[src/rtl/regfile_ctx_mover.sv]
// Bulk save/restore mover for the 2R1W register file (context switch / debug dump).
// Define REGMOVE_R0_PROTECT_EN to suppress RESTORE writes that target index 0.
module regfile_ctx_mover #(
  parameter  int WIDTH = 32,
  parameter  int DEPTH = 128,
  localparam int AW    = $clog2(DEPTH)
) (
  input  logic               clk,
  input  logic               rst,
  input  logic               cmd_valid,
  output logic               cmd_ready,
  input  logic               cmd_op,
  input  logic [AW-1:0]      cmd_base,
  input  logic [AW:0]        cmd_count,
  output logic [AW-1:0]      rf_rd_addr1,
  input  logic [WIDTH-1:0]   rf_rd_data1,
  output logic [AW-1:0]      rf_rd_addr2,
  input  logic [WIDTH-1:0]   rf_rd_data2,
  output logic               rf_wr_en,
  output logic [AW-1:0]      rf_wr_addr,
  output logic [WIDTH-1:0]   rf_wr_data,
  output logic               so_valid,
  input  logic               so_ready,
  output logic [2*WIDTH-1:0] so_data,
  output logic [1:0]         so_keep,
  output logic               so_last,
  input  logic               si_valid,
  output logic               si_ready,
  input  logic [WIDTH-1:0]   si_data,
  input  logic               si_last,
  output logic               done,
  output logic               err
);

  typedef enum logic [2:0] {S_IDLE, S_SAVE, S_RESTORE, S_FAIL, S_DONE} state_t;

  localparam logic [AW:0] DEPTH_C = (AW+1)'(DEPTH);

  state_t        r_state, w_nstate;
  logic [AW-1:0] r_base;
  logic [AW:0]   r_cnt, r_i;
  logic          r_err;

  logic          w_accept, w_legal, w_save_go, w_in_save, w_load;
  logic          w_so_fire, w_si_fire, w_final, w_wr_ok;
  logic [AW-1:0] w_base, w_addr1, w_wr_addr;
  logic [AW:0]   w_cnt, w_i, w_rem;

  assign w_accept  = cmd_valid && cmd_ready;
  assign w_legal   = (cmd_count != '0) && (cmd_count <= DEPTH_C);
  assign w_save_go = w_accept && w_legal && !cmd_op;
  assign w_in_save = (r_state == S_SAVE);

  // The first beat is read straight from the command so it is valid the cycle after accept.
  assign w_base  = w_in_save ? r_base : cmd_base;
  assign w_cnt   = w_in_save ? r_cnt  : cmd_count;
  assign w_i     = w_in_save ? r_i    : '0;
  assign w_rem   = w_cnt - w_i;
  assign w_addr1 = w_base + w_i[AW-1:0];

  assign rf_rd_addr1 = (w_save_go || w_in_save) ? w_addr1 : '0;
  assign rf_rd_addr2 = (w_save_go || w_in_save) ? w_addr1 + AW'(1) : '0;

  assign w_so_fire = so_valid && so_ready;
  assign w_load    = w_save_go || (w_in_save && (!so_valid || so_ready) && (r_i < r_cnt));
  assign w_si_fire = si_valid && si_ready;
  assign w_final   = (r_i == r_cnt - (AW+1)'(1));
  assign w_wr_addr = r_base + r_i[AW-1:0];

`ifdef REGMOVE_R0_PROTECT_EN
  assign w_wr_ok = (w_wr_addr != '0);
`else
  assign w_wr_ok = 1'b1;
`endif

  always_ff @(posedge clk or negedge rst) begin
    if (!rst) r_state <= S_IDLE;
    else      r_state <= w_nstate;
  end

  always_comb begin
    w_nstate  = r_state;
    cmd_ready = 1'b0;
    si_ready  = 1'b0;
    done      = 1'b0;
    err       = 1'b0;
    unique case (r_state)
      S_IDLE: begin
        cmd_ready = 1'b1;
        if (cmd_valid) w_nstate = !w_legal ? S_FAIL : (cmd_op ? S_RESTORE : S_SAVE);
      end
      S_SAVE:    if (w_so_fire && so_last) w_nstate = S_DONE;
      S_RESTORE: begin
        si_ready = 1'b1;
        if (si_valid && (w_final || si_last)) w_nstate = S_DONE;
      end
      S_FAIL:    w_nstate = S_DONE;
      S_DONE: begin
        done     = 1'b1;
        err      = r_err;
        w_nstate = S_IDLE;
      end
      default:   w_nstate = S_IDLE;
    endcase
  end

  always_ff @(posedge clk or negedge rst) begin
    if (!rst) begin
      r_base     <= '0;
      r_cnt      <= '0;
      r_i        <= '0;
      r_err      <= 1'b0;
      so_valid   <= 1'b0;
      so_data    <= '0;
      so_keep    <= '0;
      so_last    <= 1'b0;
      rf_wr_en   <= 1'b0;
      rf_wr_addr <= '0;
      rf_wr_data <= '0;
    end else begin
      if (w_accept) begin
        r_base <= cmd_base;
        r_cnt  <= cmd_count;
        r_i    <= '0;
        r_err  <= !w_legal;
      end
      // An odd tail leaves the upper lane empty and zeroed.
      if (w_load) begin
        so_valid <= 1'b1;
        so_data  <= {(w_rem == (AW+1)'(1)) ? {WIDTH{1'b0}} : rf_rd_data2, rf_rd_data1};
        so_keep  <= (w_rem == (AW+1)'(1)) ? 2'b01 : 2'b11;
        so_last  <= (w_rem <= (AW+1)'(2));
        r_i      <= w_i + (AW+1)'(2);
      end else if (w_so_fire) begin
        so_valid <= 1'b0;
        so_data  <= '0;
        so_keep  <= '0;
        so_last  <= 1'b0;
      end
      rf_wr_en <= w_si_fire && w_wr_ok;
      if (w_si_fire) begin
        rf_wr_addr <= w_wr_addr;
        rf_wr_data <= si_data;
        r_i        <= r_i + (AW+1)'(1);
        if (w_final)      r_err <= !si_last;
        else if (si_last) r_err <= 1'b1;
      end
    end
  end

endmodule

[config.mk]
export PLATFORM = sky130hd
export DESIGN_NAME = regfile_ctx_mover
export DESIGN_NICKNAME = d
export VERILOG_FILES = /design/src/rtl/regfile_ctx_mover.sv
export SDC_FILE = /design/constraint.sdc
export NUM_CORES = 1
export LEC_CHECK = 0
export ABC_AREA = 1
export CAP_MARGIN = 30
export CORE_MARGIN = 2
export CORE_UTILIZATION = 50
export DETAILED_ROUTE_END_ITERATION = 10
export GPL_TIMING_DRIVEN = 1
export HOLD_SLACK_MARGIN = 0.1
export PLACE_DENSITY = 0.87
export SETUP_SLACK_MARGIN = 0.5
export SKIP_LAST_GASP = 1
export SYNTH_ARGS = -nofsm -noshare
export SYNTH_HDL_FRONTEND = slang
export SYNTH_SLANG_ARGS = --single-unit
[constraint.sdc]
create_clock -name clk -period 7.48 [get_ports clk]
set_clock_uncertainty 0.15 [all_clocks]
set_input_delay 1.496 -clock clk [delete_from_list [all_inputs] [get_ports clk]]
set_output_delay 1.496 -clock clk [all_outputs]
set_load 0.01 [all_outputs]
Word level (Yosys, flattened, before mapping):

Cells that the tools add are included.

* muxes and demuxes: 31
* reductions and logical operators: 23
* equality and inequality tests: 9
* magnitude comparators: 3
* add/sub/neg operators: 7

Operators with widths (count)
* $mux W64: 2
* $mux W8: 5
* $mux W32: 1
* $mux W7: 3
* $add A7 B7 Y7: 2
* $pmux W3 S4: 1
* $mux W1: 11
* $logic_and A1 B1 Y1: 10
* $mux W2: 5
* $mux W3: 3
* $add A8 B1 Y8 const B: 1
* $add A8 B2 Y8 const B: 1
* $eq A8 B1 Y1 const B: 1
* $eq A8 B8 Y1: 1
* $le A8 B2 Y1 const B: 1
* $le A8 B8 Y1 const B: 1
* $lt A8 B8 Y1: 1
* $reduce_bool A8 Y1: 1
* $sub A8 B1 Y8 const B: 1
* $sub A8 B8 Y8: 1
* $add A7 B1 Y7 const B: 1
* $eq A3 B2 Y1 const B: 2
* $logic_not A1 Y1: 4
* $logic_or A1 B1 Y1: 4
* 8 further kinds: 9

* input bits: 118
* bits in registers: 135
* output and inout bits: 126
* logic and storage cells: 85

Depth between registers and ports, before layout:

Gate-level depths: netlist of the first run.

* depth after elaboration: 8
* mapped depth: 19
* mapped depth without buffers: 17

Worst setup path after synthesis of the first run:

No wires, ideal clock.

* path type: input-to-output
* start: input cmd_base[0]
* end: output rf_rd_addr2[6]
* stages: 12
* arrival: 3.306 ns
* data required time: 5.834 ns
* path buffers: 0
* setup slack: 2.528 ns
* cell sequence: inv_1 o21ai_0 ha_1 fa_1 ha_1 nand2_1 nor2_1 inv_1 or2_2 nor2_1 nor2_1 nor2_1

* cells in the longest elaborated chain, start to end: 4

RTL lines
* from (decl): line 13 `input logic [AW-1:0] cmd_base,`
* $mux W7: line 55 `assign w_base = w_in_save ? r_base : cmd_base;`
* $add A7 B7 Y7: line 59 `assign w_addr1 = w_base + w_i[AW-1:0];`
* $add A7 B1 Y7: line 62 `assign rf_rd_addr2 = (w_save_go || w_in_save) ? w_addr1 + AW'(1) : '0;`
* $mux W7: line 62
* to (decl): line 17 `output logic [AW-1:0] rf_rd_addr2,`

Every way passes these cells.

Worst setup path after layout of the first run:

Same ends and word-level chain as after synthesis.

==> results of run 1 <==
==> logic make-up after synthesis <==
kind of cell,Yosys count,synth area share
flip-flops,134,0.4698
AND/OR/NAND/NOR,576,0.3331
buffers and inverters,117,0.06750
XOR/XNOR,13,0.01595
adder cells (fa/ha/maj),35,0.06452
AO/OA/AOI/OAI,68,0.04909
==> layer usage <==
| metal | vias to the layer above | wire length (um) |
|---|---|---|
| met1 | 3221 | 8181 |
| met4 | 0 | 440 |
| met5 | - | 0 |
| met3 | 35 | 1561 |
| met2 | 254 | 9632 |
| li1 | 3440 | - |
==> through the flow <==
| stage | util | hold WS, ns | total power, W | std cells |
|---|---|---|---|---|
| CTS | 0.7379 | 0.3233 | 0.004023 | 1367 |
| global placement | 0.6934 | 0.3024 | 0.003125 | 1333 |
| finish | 0.7379 | 0.3217 | 0.003990 | 1367 |
| detailed placement | 0.6973 | 0.3078 | 0.003194 | 1335 |
| global route | 0.7379 | 0.3369 | 0.004297 | 1367 |
| floorplan | - | 0.3192 | 0.002315 | 943 |
==> area by class of cell <==
class	instances	area [um^2]	area share
clock buffers	19	442.9	0.04308
inverters	78	292.8	0.02847
well taps	180	225.2	0.02190
repair buffers	251	2534	0.2464
clock inverters	13	122.6	0.01193
multi-input cells	692	3312	0.3221
flip-flops and latches	134	3353	0.3261
==> state kept, by name (all words and copies together), names as in the netlist <==
| register | flops |
|---|---|
| so_data | 64 |
| rf_wr_data | 32 |
| r_cnt | 8 |
| r_i | 8 |
| r_base | 7 |
| rf_wr_addr | 7 |
| r_state | 3 |
| so_keep | 2 |
| r_err | 1 |
| rf_wr_en | 1 |
| so_last | 1 |
==> worst max-delay path: cells and delay by family <==
kind | cells | cell delay, ns
buf+inv | 4 | 1.05
fa+ha+maj | 3 | 0.93
simple gates | 6 | 0.73
compound gates | 1 | 0.08
==> layout by cell type (no fill, tap or decap), types with 6 or more instances in the layout <==
cell type	netlist	final
buf_4	5	6
nor3_1	7	7
nor2_1	60	59
xor2_1	6	6
inv_1	76	76
clkbuf_16	0	17
or2_2	7	7
nand4_1	19	19
xnor2_1	7	7
o21ai_0	46	46
clkdlybuf4s50_1	0	242
a21oi_1	18	18
nand3_1	68	68
ha_1	32	32
nand2_1	405	404
dfrtp_1	134	134
==> power by group through the flow <==
stage                     Clock (W)  Sequential [W]  Combinational, W
final                      0.000803         0.00122           0.00197
after floorplan                   0         0.00131           0.00101
after global routing       0.000848         0.00125           0.00220
after detailed placement          0         0.00122           0.00197
after CTS                  0.000819         0.00122           0.00199
after global placement            0         0.00121           0.00191
==> worst min path at each step <==
stage / end / slack (ns) / from / depth (start not counted)
4_1_cts: so_data[23]$_DFFE_PN0P_ / 0.32 / so_data[23]$_DFFE_PN0P_ / 2
5_1_grt: so_data[25]$_DFFE_PN0P_ / 0.34 / so_data[25]$_DFFE_PN0P_ / 2
3_5_place_dp: so_data[23]$_DFFE_PN0P_ / 0.31 / so_data[23]$_DFFE_PN0P_ / 2
3_3_place_gp: so_data[6]$_DFFE_PN0P_ / 0.30 / so_data[6]$_DFFE_PN0P_ / 2
6_report: so_data[23]$_DFFE_PN0P_ / 0.32 / so_data[23]$_DFFE_PN0P_ / 2
2_1_floorplan: r_base[6]$_DFFE_PN0P_ / 0.32 / r_base[6]$_DFFE_PN0P_ / 2
==> metrics, run 1 <==
setup TNS after final layout=0 ns; PnR worst setup slack=1.546 ns; maximum number of pins on one net before global-route repair=76; 1st-iter DRT viols=about 500; Min-Delay Path Class=flip-flop to flip-flop; Final period util=0.7933; Sequential Power Share=0.305; final-report setup violation count=0; Mapped Cells=about 940; Worst-path clk slew=~0.060 ns; Die H=between 100 and 150 um; cell taking the most area after synthesis=dfrtp_1; via count of the first global-routing pass=between 6000 and 7000; VDD IR max=approximately 0.24 mV; maximum net fanout on the critical path=3; TritonCTS clock tree=built; leftover overflow at the end of global routing=0; GRT Total Usage=0.2571; number of synthesized register bits=134; global-route track usage on met2=0.4341; met1 usage in global routing=0.3095; time the worst path needs with I/O delays and setup=a little under 6 ns; setup repair after global routing missed its margin=no; Num Clock Sinks=134; # nets final=1327; most common library cells after synthesis=nand2_1, dfrtp_1, inv_1, nand3_1, nor2_1; clock power share=0.201; antenna violation net count after detailed routing=0; First-pass DRT Iterations=5; cell with the most instances after synthesis=nand2_1; Mapped Area=7137 um^2; buffers inserted during post-CTS setup optimization=0; worst r2r path cells=15; proportion of power drawn by combinational gates=0.494; Post-synth EDFFs=0; overall die area=roughly 15000 um^2; average cell area after synthesis=7.568 um^2; slowest stage delay, CP=0.54 ns; starting density of the core=0.5122; Residual DRC=0; placed instance area=9717 um^2; predominant post-synthesis flop cell=dfrtp_1; insertion delay to the later sink of the worst-skew pair=0.41 ns; buffer type at the clock tree root=clkbuf_16; Arr. time, crit path=4.29 ns; sw power=approximately 0.0016 W; Routed Wire Length=slightly below 20 mm; synth warn=0; Peak Freq=around 0.17 GHz; LEAKAGE=5.164 nW; core footprint=13930 um^2; endpoint required time on the critical path=around 5.8 ns; via count normalized by instance count=5.084; number of failing hold endpoints at the final stage=0; Most common cell on crit path=nor2_1; Critical path origin=cmd_base[0]; power density over the cells=388.0 nW/um^2; fraction of final layout cells with drive strength greater than 1=0.04718; list of cells traversed by the critical path=clkdlybuf4s50_1 > inv_1 > o21ai_0 > ha_1 > fa_1 > ha_1 > nand2_1 > nor2_1 > inv_1 > or2_2 > nor2_1 > nor2_1 > nor2_1 > clkdlybuf4s50_1; Setup crit end=rf_rd_addr2[6]; element type at the critical path end=output port; number of pins exceeding their max-slew limit in the final report=0; cell at the slowest stage of the critical path=clkdlybuf4s50_1; Longest Clk Path Bufs=2; number of buffers added by the clock tree synthesis step=17; Port-buffer cells=243; Ant. Diodes=0; area fraction of the dominant cell type after synthesis=0.4698; R2R Path End=so_data[52]$_DFFE_PN0P_; library cells used by synthesis=29; max-cap viol count=0; via count=6950; sequential-to-total area share from yosys stat=0.4698; Area Overhead vs Synth=44.07%; Worst R2R Start=r_state[2]$_DFFE_PN0P_; worst-margin pin slew=0.7779 ns; first-pass GRT wire length=30.78 mm; busiest layer in global routing=met2; average wire per standard cell=14.50 um; Max H-tree Level=4; post-CTS resize count=0; global placer's final weighted congestion=0.8807; Async S/R FF share, synth=1.000; register-to-register path setup slack=3.79 ns; startpoint-to-endpoint class of the critical path=input pin to output port; worst rel slew slack=0.4814; setup slack at placement=~1.5 ns; internal power=0.002401 W; top cells by area in the synthesized netlist=dfrtp_1, nand2_1, ha_1; half-perimeter wire length after detailed placement=14.37 mm; initial antenna violation count=0; number of fill cells=1011; Top-Level Pins=244; startpoint kind of the worst setup timing path=input pin; Final Cell Area=10280 um^2; die outline width=~120 um; met3 Usage GRT=0.07472; outcome=complete, no violations; CTS hold repair buffers=0; # rows=between 40 and 50; Synthesized Nets=1096; switching share of power=0.3982
No activity file was read; power rests on OpenSTA's default activity.
==> inputs of run 2 (changes only) <==
--- a/config.mk
+++ b/config.mk
@@ -8,11 +8,11 @@
 export ABC_AREA = 1
 export CAP_MARGIN = 30
 export CORE_MARGIN = 2
-export CORE_UTILIZATION = 50
+export CORE_UTILIZATION = 42
 export DETAILED_ROUTE_END_ITERATION = 10
 export GPL_TIMING_DRIVEN = 1
 export HOLD_SLACK_MARGIN = 0.1
-export PLACE_DENSITY = 0.87
+export PLACE_DENSITY = 0.78
 export SETUP_SLACK_MARGIN = 0.5
 export SKIP_LAST_GASP = 1
 export SYNTH_ARGS = -nofsm -noshare
==> constraint.sdc (replaced) <==
create_clock -name clk -period 5.3 [get_ports clk]
set_clock_uncertainty 0.15 [all_clocks]
set_input_delay 1.06 -clock clk [delete_from_list [all_inputs] [get_ports clk]]
set_output_delay 1.06 -clock clk [all_outputs]
set_load 0.01 [all_outputs]
==> run 2 against run 1 <==
Against the previous run: sequential share of layout area is 0.38 points lower; total power is 42% higher; combinational power is 42% higher; die area is 18% higher; clock-buffer cell count stayed put; clock power is 46% higher; cell area is 1.2% higher; critical path type unchanged.
==> metrics, run 2 (same netlist as run 1, synthesis figures left out) <==
Worst-path clk slew=approximately 0.06 ns; post-layout power=about 0.0057 W; Port-buffer cells=243; setup slack at placement=0.2252 ns; leftover overflow at the end of global routing=0; fraction of final layout cells with drive strength greater than 1=0.06040; worst-margin pin slew=approximately 0.80 ns; startpoint-to-endpoint class of the critical path=input pin to output port; average wire per standard cell=between 10 and 15 um; max-cap viol count=0; insertion delay to the later sink of the worst-skew pair=0.41 ns; number of flip-flops in the largest register=64; power density over the cells=545.7 nW/um^2; overall die area=18050 um^2; Area Overhead vs Synth=45.76%; GRT Total Usage=0.2277; most common cell after layout, fill and taps aside=nand2_1; Worst R2R Start=r_state[2]$_DFFE_PN0P_; maximum net fanout on the critical path=11; Longest Clk Path Bufs=2; cell at the slowest stage of the critical path=clkdlybuf4s50_1; half-perimeter wire length after detailed placement=14.39 mm; starting density of the core=0.4304; Final period util=0.8768; Critical path origin=cmd_count[1]; element type at the critical path end=output port; global placer's final weighted congestion=0.8726; Ant. Diodes=0; worst rel slew slack=0.4635; setup TNS after final layout=0 ns; core footprint=16580 um^2; via count normalized by instance count=around 4.9; number of buffers added by the clock tree synthesis step=17; endpoint required time on the critical path=4.09 ns; number of pins exceeding their max-slew limit in the final report=0; PnR worst setup slack=roughly 0.65 ns; Min-Delay Path Class=input pin to asynchronous set/reset pin; # nets final=between 1000 and 1500; Routed Wire Length=20.11 mm; Top-Level Pins=244; Buffers & Inverters on Critical Path=4; Top Registers=so_data: 64 flops, rf_wr_data: 32 flops; Peak Freq=around 0.22 GHz; buffer type at the clock tree root=clkbuf_16; CP delay by family, top=buffers and inverters; outcome=complete, no violations; VDD IR max=0.2760 mV; setup repair after global routing missed its margin=no; Residual DRC=0; final-report setup violation count=0; # rows=47; via count of the first global-routing pass=6763; CTS hold repair buffers=0; list of cells traversed by the critical path=clkdlybuf4s50_1 > inv_1 > nand4_1 > nor3_1 > or2_2 > nand4_1 > nand2_1 > inv_1 > nor2_1 > clkdlybuf4s50_1; Num Clock Sinks=about 130; time the worst path needs with I/O delays and setup=between 4 and 5 ns; LEAKAGE=between 5 and 6 nW; maximum number of pins on one net before global-route repair=102; First-pass DRT Iterations=5; TritonCTS clock tree=built; die outline width=134.4 um; Die H=134.4 um; antenna violation net count after detailed routing=0; first-pass GRT wire length=32.98 mm; 1st-iter DRT viols=382; Arr. time, crit path=approximately 3.4 ns; via count=6953; Max H-tree Level=4; slowest stage delay, CP=0.55 ns; initial antenna violation count=0; register containing the most flip-flops in the final layout=so_data; startpoint kind of the worst setup timing path=input pin; commonest cells after routing, fill and taps aside=nand2_1, clkdlybuf4s50_1, dfrtp_1; number of failing hold endpoints at the final stage=0
-- run 2: cell types whose count changed in the layout (fill, tap and decap cells not counted), sizes merged --
cell           change
clkinv             -6
buf                +5
clkdlybuf4s50      -4
clkinvlp           +3
inv                +3
dlygate4sd2        +2
clkbuf             +1
dlymetal6s2s       +1
-- run 2: area by class of cell --
type	instances	area [um^2]
multi-input cells	692	3347
fillers	1465	6181
repair buffers	256	2546
flip-flops and latches	134	3353
clock buffers	19	452.9
well taps	220	275.3
inverters	78	292.8
clock inverters	13	135.1
-- run 2: through the flow --
stage               hold WS, ns  cell area (um^2)  instances  utilization
CTS                      0.3234             10360       1410       0.6246
detailed placement       0.3071              9734       1376       0.5870
finish                   0.2727             10400       1412       0.6273
global route             0.2517             10400       1412       0.6273
floorplan                0.3192              7137        943            -
global placement         0.3026              9734       1376       0.5870
-- run 2: final timing paths --
| kind | depth (start not counted) | end | slack (ns) |
|---|---|---|---|
| worst max-delay path | 10 | rf_rd_addr1[1] | 0.65 |
| worst min-delay path | 1 | so_data[1]$_DFFE_PN0P_ | 0.27 |
| worst max register to register | 15 | so_data[34]$_DFFE_PN0P_ | 2.00 |
| worst min register to register | 2 | so_data[0]$_DFFE_PN0P_ | 0.32 |
| max in group asynchronous | 3 | so_data[12]$_DFFE_PN0P_ | 3.56 |
| min in group clk | 2 | so_data[0]$_DFFE_PN0P_ | 0.32 |
-- run 2: repair_timing --
item,4_1_cts,5_1_grt
resized for setup,8,9
pin swaps,1,4
gates cloned,0,0
buffers inserted,2,1
setup endpoints to repair,4,6
endpoints found under the hold margin,0,0
-- run 2: per-layer routing --
metal | vias to the layer above | GRT usage | routed length, um
met2 | 271 | 0.3827 | 9677
met4 | 0 | 0.07368 | 436
met5 | - | 0 | 0
li1 | 3452 | - | -
met1 | 3201 | 0.2856 | 8334
met3 | 29 | 0.06160 | 1660
-- run 2: power breakdown --
part | total, W | switching [W] | leakage (nW) | internal (W)
combinational | 0.00279 | 0.00149 | 3.21 | 0.00129
clock | 0.00117 | 0.000489 | 0.277 | 0.000685
sequential | 0.00172 | 0.000275 | 1.72 | 0.00144
total | 0.00568 | 0.00226 | 5.20 | 0.00342
==> inputs of run 3 (changes only) <==
--- a/config.mk
+++ b/config.mk
@@ -8,11 +8,12 @@
 export ABC_AREA = 1
 export CAP_MARGIN = 30
 export CORE_MARGIN = 2
-export CORE_UTILIZATION = 42
+export CORE_UTILIZATION = 43
+export CTS_BUF_LIST = sky130_fd_sc_hd__clkbuf_4
 export DETAILED_ROUTE_END_ITERATION = 10
 export GPL_TIMING_DRIVEN = 1
 export HOLD_SLACK_MARGIN = 0.1
-export PLACE_DENSITY = 0.78
+export PLACE_DENSITY = 0.79
 export SETUP_SLACK_MARGIN = 0.5
 export SKIP_LAST_GASP = 1
 export SYNTH_ARGS = -nofsm -noshare
==> run 3 against run 2 <==
Against the previous run: utilization decreased by 0.50 points; clock-buffer cell count fell by 2; setup slack gained 0.032 ns; first-iteration DRC count down 19%; cell count increased by 0.21%; combinational power rose by 2%; worst hold slack improved by 0.059 ns; cell area shrank 1.9%; global-route usage up 0.16 points; total power is 6.0% lower; die area is 2.3% lower; critical path type unchanged; largest power group unchanged; highest routed layer is now met5.
==> metrics, run 3 (same netlist as run 1, synthesis figures left out) <==
half-perimeter wire length after detailed placement=14.28 mm; Peak Freq=approximately 0.22 GHz; Num Clock Sinks=134; Max H-tree Level=4; TritonCTS clock tree=built; First-pass DRT Iterations=5; Die H=~130 um; number of pins exceeding their max-slew limit in the final report=0; startpoint of the most critical hold path=so_data[0]$_DFFE_PN0P_; maximum net fanout on the critical path=2; # nets final=~1300; setup repair after global routing missed its margin=yes; area occupied by multi-input gates=3362 um^2; PnR worst setup slack=approximately 0.68 ns; via count normalized by instance count=4.925; setup slack at placement=0.2287 ns; global placer's final weighted congestion=0.8697; Longest Clk Path Bufs=2; Final Cell Area=10210 um^2; Top-Level Pins=244; Top Registers=so_data: 64 flops, rf_wr_data: 32 flops; average wire per standard cell=14.01 um; number of flip-flops in the largest register=64; LEAKAGE=5.161 nW; time the worst path needs with I/O delays and setup=4.616 ns; outcome=complete, no violations; fraction of final layout cells with drive strength greater than 1=0.06444; worst-margin pin slew=0.7997 ns; overall die area=17640 um^2; startpoint-to-endpoint class of the critical path=input pin to output port; startpoint kind of the worst setup timing path=input pin; element type at the critical path end=output port; buffer type at the clock tree root=clkbuf_4; via count of the first global-routing pass=6799; maximum number of pins on one net before global-route repair=103; core footprint=approximately 16000 um^2; placed instance area=9754 um^2; first-pass GRT wire length=32.92 mm; die outline width=132.8 um; Final period util=0.8709; worst rel slew slack=0.4669; register containing the most flip-flops in the final layout=so_data; # rows=47; number of failing hold endpoints at the final stage=0; Min-Delay Path Class=flip-flop to flip-flop; Critical path origin=cmd_base[0]; number of fill cells=1482; via count=roughly 7000; endpoint required time on the critical path=4.09 ns; Area Overhead vs Synth=43.06%; Ant. Diodes=0; register-to-register path setup slack=1.82 ns; VDD IR max=0.2453 mV; R2R Path End=so_data[46]$_DFFE_PN0P_; worst r2r path cells=17; Routed Wire Length=between 15 and 20 mm; setup TNS after final layout=0 ns; Setup crit end=rf_rd_addr2[4]; starting density of the core=0.4350; insertion delay to the later sink of the worst-skew pair=0.53 ns; final-report setup violation count=0; Worst R2R Start=r_state[1]$_DFFE_PN0P_; most common cell after layout, fill and taps aside=nand2_1; utilization of the core after routing=0.6223; Worst-path clk slew=approximately 0.12 ns; number of buffers added by the clock tree synthesis step=17; antenna violation net count after detailed routing=0; leftover overflow at the end of global routing=0; Port-buffer cells=243; Arr. time, crit path=3.41 ns; power density over the cells=522.5 nW/um^2; max-cap viol count=0; commonest cells after routing, fill and taps aside=nand2_1, clkdlybuf4s50_1, dfrtp_1; initial antenna violation count=1; Residual DRC=0; 1st-iter DRT viols=308; register cell area after layout=3353 um^2; GRT Total Usage=0.2292
[run 3: changes by cell type in the layout (fill, tap and decap cells not counted), moves of 3 or more]
cell / change
clkinvlp_4: -3
clkbuf_4: +17
clkinv_4: +3
clkdlybuf4s50_1: -3
bufinv_16: +3
clkbuf_16: -17
[run 3: timing repair]
item | CTS | global route
buffers inserted | 4 | 1
setup endpoints to repair | 4 | 13
pin swaps | 2 | 2
hold buffers | 0 | 1
resized for setup | 14 | 14
endpoints found under the hold margin | 0 | 4
[run 3: worst min-delay path by stage]
| stage | endpoint | slack, ns | cells after the start |
|---|---|---|---|
| 6_report | so_data[0]$_DFFE_PN0P_ | 0.33 | 2 |
| 5_1_grt | so_data[2]$_DFFE_PN0P_ | 0.36 | 2 |
| 4_1_cts | so_data[0]$_DFFE_PN0P_ | 0.34 | 2 |
| 3_5_place_dp | so_data[0]$_DFFE_PN0P_ | 0.31 | 2 |
| 3_3_place_gp | so_keep[1]$_DFFE_PN0P_ | 0.30 | 2 |
| 2_1_floorplan | r_base[6]$_DFFE_PN0P_ | 0.32 | 2 |
[run 3: stage by stage]
stage | hold slack, ns | power (W) | std cells
after detailed placement | 0.3080 | 0.004546 | 1377
after CTS | 0.3380 | 0.005374 | 1412
after global routing | 0.3617 | 0.005796 | 1415
after floorplan | 0.3192 | 0.003268 | 943
final | 0.3315 | 0.005334 | 1415
after global placement | 0.3027 | 0.004460 | 1377
[run 3: layout make-up]
class / instances / area share
Clock buffer: 17 / 0.01250
Clock inverter: 14 / 0.01949
Inverter: 78 / 0.02917
Multi-Input combinational cell: 692 / 0.3293
Sequential cell: 134 / 0.3284
Tap cell: 220 / 0.02696
Timing Repair Buffer: 260 / 0.2542
[run 3: routing by layer]
layer | wire length, um | share of wire | vias up | GRT usage
met1 | 8576 | 0.43 | 3222 | 0.2950
met3 | 1441 | 0.073 | 41 | 0.06245
li1 | - | - | 3454 | -
met5 | 13 | 0.00066 | - | 0
met2 | 9326 | 0.47 | 250 | 0.3719
met4 | 468 | 0.024 | 2 | 0.08423
[run 3: critical path: stages]
cell and delay, ns:
clkdlybuf4s50_1 0.40, inv_1 0.06, o21ai_0 0.09, ha_2 0.20
fa_2 0.54, ha_2 0.18, nand2_1 0.07, nor2_1 0.10
inv_1 0.06, or2_4 0.24, nand2_1 0.07, nor2_1 0.04
dlygate4sd2_1 0.29
[run 3: power breakdown]
part	switching [W]	internal (W)
clock network	0.000404	0.000377
logic	0.00153	0.00132
registers	0.000274	0.00144
